### src/rtl/baccarat_datapath.sv
// ============================================================================
// Module      : baccarat_datapath
// Description : Baccarat card-dealing and scoring datapath driven by load strobes
// Revision    : 1.0 - initial release
// ============================================================================
`default_nettype none

module baccarat_datapath #(
  parameter int SEED = 1
) (
  input  logic       slow_clock,
  input  logic       reset,
  input  logic       load_pcard1,
  input  logic       load_pcard2,
  input  logic       load_pcard3,
  input  logic       load_dcard1,
  input  logic       load_dcard2,
  input  logic       load_dcard3,
  output logic [3:0] pcard1,
  output logic [3:0] pcard2,
  output logic [3:0] pcard3,
  output logic [3:0] dcard1,
  output logic [3:0] dcard2,
  output logic [3:0] dcard3,
  output logic [3:0] pscore,
  output logic [3:0] dscore,
  output logic [2:0] cards_dealt,
  output logic       load_error
);

  localparam logic [3:0] c_seed = (SEED >= 1 && SEED <= 13) ? SEED[3:0] : 4'd1;
  localparam logic [2:0] c_max_dealt = 3'd6;

  logic [3:0] deck_q, deck_d;
  logic [3:0] slot_q [6];
  logic [3:0] slot_d [6];
  logic [2:0] dealt_q, dealt_d;
  logic       err_q, err_d;

  logic [5:0] w_load;
  logic [5:0] w_grant;
  logic       w_found;
  logic       w_multi;
  logic       w_overwrite;
  logic [4:0] w_psum, w_dsum;

  // Bit 0 is the highest-priority slot (player card 1).
  assign w_load  = {load_dcard3, load_dcard2, load_dcard1,
                    load_pcard3, load_pcard2, load_pcard1};
  assign w_multi = (w_load & (w_load - 6'd1)) != 6'd0;
  assign deck_d  = (deck_q == 4'd13) ? 4'd1 : deck_q + 4'd1;

  always_comb begin
    w_grant     = '0;
    w_found     = 1'b0;
    w_overwrite = 1'b0;
    for (int i = 0; i < 6; i++) begin
      if (w_load[i] && !w_found) begin
        w_grant[i] = 1'b1;
        w_found    = 1'b1;
      end
    end
    for (int i = 0; i < 6; i++) begin
      slot_d[i] = w_grant[i] ? deck_q : slot_q[i];
      if (w_grant[i] && slot_q[i] != 4'd0) begin
        w_overwrite = 1'b1;
      end
    end
  end

  assign dealt_d = (w_found && dealt_q != c_max_dealt) ? dealt_q + 3'd1 : dealt_q;
  assign err_d   = err_q | w_multi | w_overwrite;

  always_ff @(posedge slow_clock) begin
    if (reset) begin
      deck_q  <= c_seed;
      dealt_q <= '0;
      err_q   <= 1'b0;
      for (int i = 0; i < 6; i++) begin
        slot_q[i] <= '0;
      end
    end else begin
      deck_q  <= deck_d;
      dealt_q <= dealt_d;
      err_q   <= err_d;
      for (int i = 0; i < 6; i++) begin
        slot_q[i] <= slot_d[i];
      end
    end
  end

  function automatic logic [4:0] card_val(input logic [3:0] c);
    return (c <= 4'd9) ? {1'b0, c} : 5'd0;
  endfunction

  // Sum is at most 27, so two conditional subtractions complete the mod 10.
  function automatic logic [3:0] mod10(input logic [4:0] s);
    logic [4:0] r;
    if (s >= 5'd20)      r = s - 5'd20;
    else if (s >= 5'd10) r = s - 5'd10;
    else                 r = s;
    return r[3:0];
  endfunction

  assign w_psum = card_val(slot_q[0]) + card_val(slot_q[1]) + card_val(slot_q[2]);
  assign w_dsum = card_val(slot_q[3]) + card_val(slot_q[4]) + card_val(slot_q[5]);

  assign pcard1      = slot_q[0];
  assign pcard2      = slot_q[1];
  assign pcard3      = slot_q[2];
  assign dcard1      = slot_q[3];
  assign dcard2      = slot_q[4];
  assign dcard3      = slot_q[5];
  assign pscore      = mod10(w_psum);
  assign dscore      = mod10(w_dsum);
  assign cards_dealt = dealt_q;
  assign load_error  = err_q;

endmodule

`default_nettype wire

### config.mk
export PLATFORM = sky130hd
export DESIGN_NAME = baccarat_datapath
export DESIGN_NICKNAME = d
export VERILOG_FILES = /design/src/rtl/baccarat_datapath.sv
export SDC_FILE = /design/constraint.sdc
export NUM_CORES = 1
export LEC_CHECK = 0
export BUFFER_PORTS_ARGS = -buffer_cell sky130_fd_sc_hd__clkbuf_2
export CAP_MARGIN = 40
export CORE_ASPECT_RATIO = 0.6
export CORE_MARGIN = 3
export CORE_UTILIZATION = 57
export DETAILED_ROUTE_END_ITERATION = 10
export PLACE_DENSITY = 0.84
export SYNTH_ARGS = -nofsm -noshare
export SYNTH_HDL_FRONTEND = slang
export SYNTH_SLANG_ARGS = --single-unit
### constraint.sdc
create_clock -name slow_clock -period 9.8 [get_ports slow_clock]
set_clock_uncertainty 0.05 [all_clocks]
set_input_delay 2.45 -clock slow_clock [delete_from_list [all_inputs] [get_ports slow_clock]]
set_output_delay 2.45 -clock slow_clock [all_outputs]
set_load 0.01 [all_outputs]
==> flow_summary.toml <==
[outcome]
status = "finished, final reports clean"

[setup_path]
cp_max_fo = 6
max_stage_delay_ns = 0.54
cp_data_arrival_time_ns = 3.51
rr_worst_depth = 5
cp.depth = 12
critPathLaunchType = "register"
critPathTopFamily = "adder cells"
slowest_stage = "fa_1"
crit_type = "register to primary output"
crit_required_ns = 7.30
path_buf_inv = 3
cp-end-kind = "primary output"
critical_path.cell_chain = "o21ai_0 > and2_1 > fa_1 > ha_1 > fa_1 > inv_1 > ha_1 > o21ai_0 > inv_1 > mux2_1 > xnor2_1 > clkbuf_2"

[final_layout]
diodes = 0
n_fill_cell = 289
instances_no_fill = 339
final_cell_mix = "clkbuf_2, nor2_1, dfxtp_1, inv_1, a21oi_1"
syn2layout_area_growth_pct = 15.0
final_common_cell = "clkbuf_2"
drive_above_1_share_pct = 18.7
nNetsFinal = 327

[cts]
cts_resized = 0
postCtsHoldBufs = 0
cts_tree = "done"
clk_pin_slew_ns = 0.07
clock_sinks = 32
htreeDepth = 2
ctsLongestPathBuffers = 2
post_cts_buffers = 0
cts_root_buf = "clkbuf_8"
clk_latency_ns = 0.28
cts_buffers = 5

[timing]
hold_viol_final = 0
drv_slew = 0
final.setup.worst_slack_ns = 3.79
min_period_ns = 6.01
finalSetupTns_ns = 0
setup_viol = 0
finalCritPeriodShare_pct = 61.3
fmax_ghz = 0.166
slew_headroom_pct = 52.9
max_slew.worst_pin.slew_ns = 0.701
grt_setup_unrepaired = "false"

[logic_synthesis]
ys_seq_elements = 32
synthesis.nets = 285
synth_area_um2 = 2170
avgSynthCellArea_um2 = 8.63
ys_seq_area_share_pct = 29.6
ys_warn_count = 0
yosysUniqueCellTypes = 41
synthCells = 251

[flow_run]
cap_violations = 0

[global_route]
grt_util_all_layers_pct = 24.1
antenna_found_initial = 0
grt_pass1_vias = 1713
grt_pass1_wl_mm = 8.49
grt_overflow_total = 0
grt_max_degree = 32

[power_and_ir_drop]
total_leakage_power_nw = 1.21
total_power_mw = 0.305
pwr-share-comb_pct = 18.2
ir_worst_vdd_mv = 0.0893
pwr-share-seq_pct = 47.1
internal-power_mw = 0.216
power_switching_mw = 0.0896
pwr-share-clk_pct = 34.7
powerDensity_nw_per_um2 = 123
swShare_pct = 29.4

[hold_path]
hp-class = "register to register"
min_path_cells = 2

[drt]
drt_iter0_drc = 162
num_vias = 1892
via_per_inst = 5.58
routed_wl_mm = 5.07
ant_nets = 0
wl_per_cell_um = 15.0
drc = 0
firstDrtPassIters = 4

[floorplan]
die-width_um = 85.6
die_area_um2 = 4600
pin_count = 44
core_um2 = 3440
start_util_pct = 62.9
die_h_um = 53.7
core.rowCount = 16

[placed_design]
globalplace.congestion = 0.889
numPortBuffers = 43
place_ws_ns = 4.12
place.detailed.hpwl_mm = 3.95
place_inst = 331
==> metal layers <==
layer	vias to the layer above	GRT usage [%]	wire (um)
li1	942	-	-
met1	865	37.3	2650
met2	75	33.1	1930
met3	10	6.12	444
met4	0	5.00	55
met5	-	0	0
==> flip-flops by register name (all words and copies together) (netlist names) <==
name / count
load_error: 1
slot_q: 24
deck_q: 4
cards_dealt: 3
==> final timing paths <==
| check | from | endpoint | slack [ns] |
|---|---|---|---|
| worst min-delay path | slot_q[3][0] | slot_q[3][0] | 0.46 |
| worst max-delay path | slot_q[1][1] | pscore[1] | 3.79 |
| worst max register to register | slot_q[2][1] | load_error | 7.84 |
| worst min register to register | slot_q[3][0] | slot_q[3][0] | 0.46 |
==> synthesized netlist by cell type (all sizes together) <==
cell type / number / area (um^2)
nor2: 37 / 139
dfxtp: 32 / 641
inv: 19 / 71.3
a21oi: 18 / 90.1
ha: 16 / 200
mux2i: 16 / 160
nand2: 13 / 48.8
o21ai: 11 / 55.1
fa: 10 / 200
nand2b: 9 / 56.3
nand3: 7 / 35.0
clkbuf: 6 / 22.5
nor3b: 6 / 50.1
xnor2: 6 / 52.6
and2: 5 / 31.3
nor2b: 5 / 31.3
nor4: 4 / 25.0
a211oi: 2 / 15.0
a21boi: 2 / 15.0
a21o: 2 / 15.0
a31oi: 2 / 12.5
buf: 2 / 15.0
nand3b: 2 / 15.0
o22ai: 2 / 12.5
o31ai: 2 / 20.0
o41ai: 2 / 17.5
or2: 2 / 12.5
xor2: 2 / 17.5
a211o: 1 / 8.76
a22o: 1 / 8.76
a32oi: 1 / 8.76
and3: 1 / 6.26
mux2: 1 / 11.3
nand4b: 1 / 8.76
nor3: 1 / 16.3
o2111ai: 1 / 8.76
or4: 1 / 11.3
==> power groups by stage <==
stage | Sequential [mW] | Combinational [mW] | Clock (mW)
after floorplan | 0.145 | 0.0375 | 0
after global placement | 0.146 | 0.0535 | 0
after detailed placement | 0.146 | 0.0545 | 0
after CTS | 0.144 | 0.0550 | 0.105
after global routing | 0.145 | 0.0624 | 0.111
final | 0.144 | 0.0556 | 0.106
==> final cells by class <==
cell class	instances	area [um^2]	area share, %
well taps	45	56.3	2.26
multi-input cells	192	1420	56.9
repair buffers	43	215	8.64
inverters	19	71.3	2.86
clock buffers	8	90.1	3.62
flip-flops and latches	32	641	25.7
==> tightest hold or removal path, cell delays in order (launching register included) <==
cell and delay, ns:
dfxtp_1 0.34, nand2_1 0.07, a21oi_1 0.06
==> stage by stage <==
step	hold slack [ns]	utilization [%]	cell area, um^2
2_1_floorplan	0.444	-	2170
3_3_place_gp	0.432	69.7	2400
3_5_place_dp	0.432	69.7	2400
4_1_cts	0.459	72.3	2490
5_1_grt	0.477	72.3	2490
6_report	0.464	72.3	2490
==> cell families (layout without fill, tap and decap cells) <==
group | after synthesis | in the layout | synth area share (%)
adders and majority gates | 26 | 26 | 18.5
xor gates and xnor gates | 8 | 8 | 3.24
muxes | 17 | 17 | 7.91
buffers and inverters | 27 | 70 | 5.03
DFF | 32 | 32 | 29.6
AOI/OAI and AO/OA | 47 | 47 | 13.3
and+or+nand+nor | 94 | 94 | 22.5
Power figures use the tool's default switching activity.
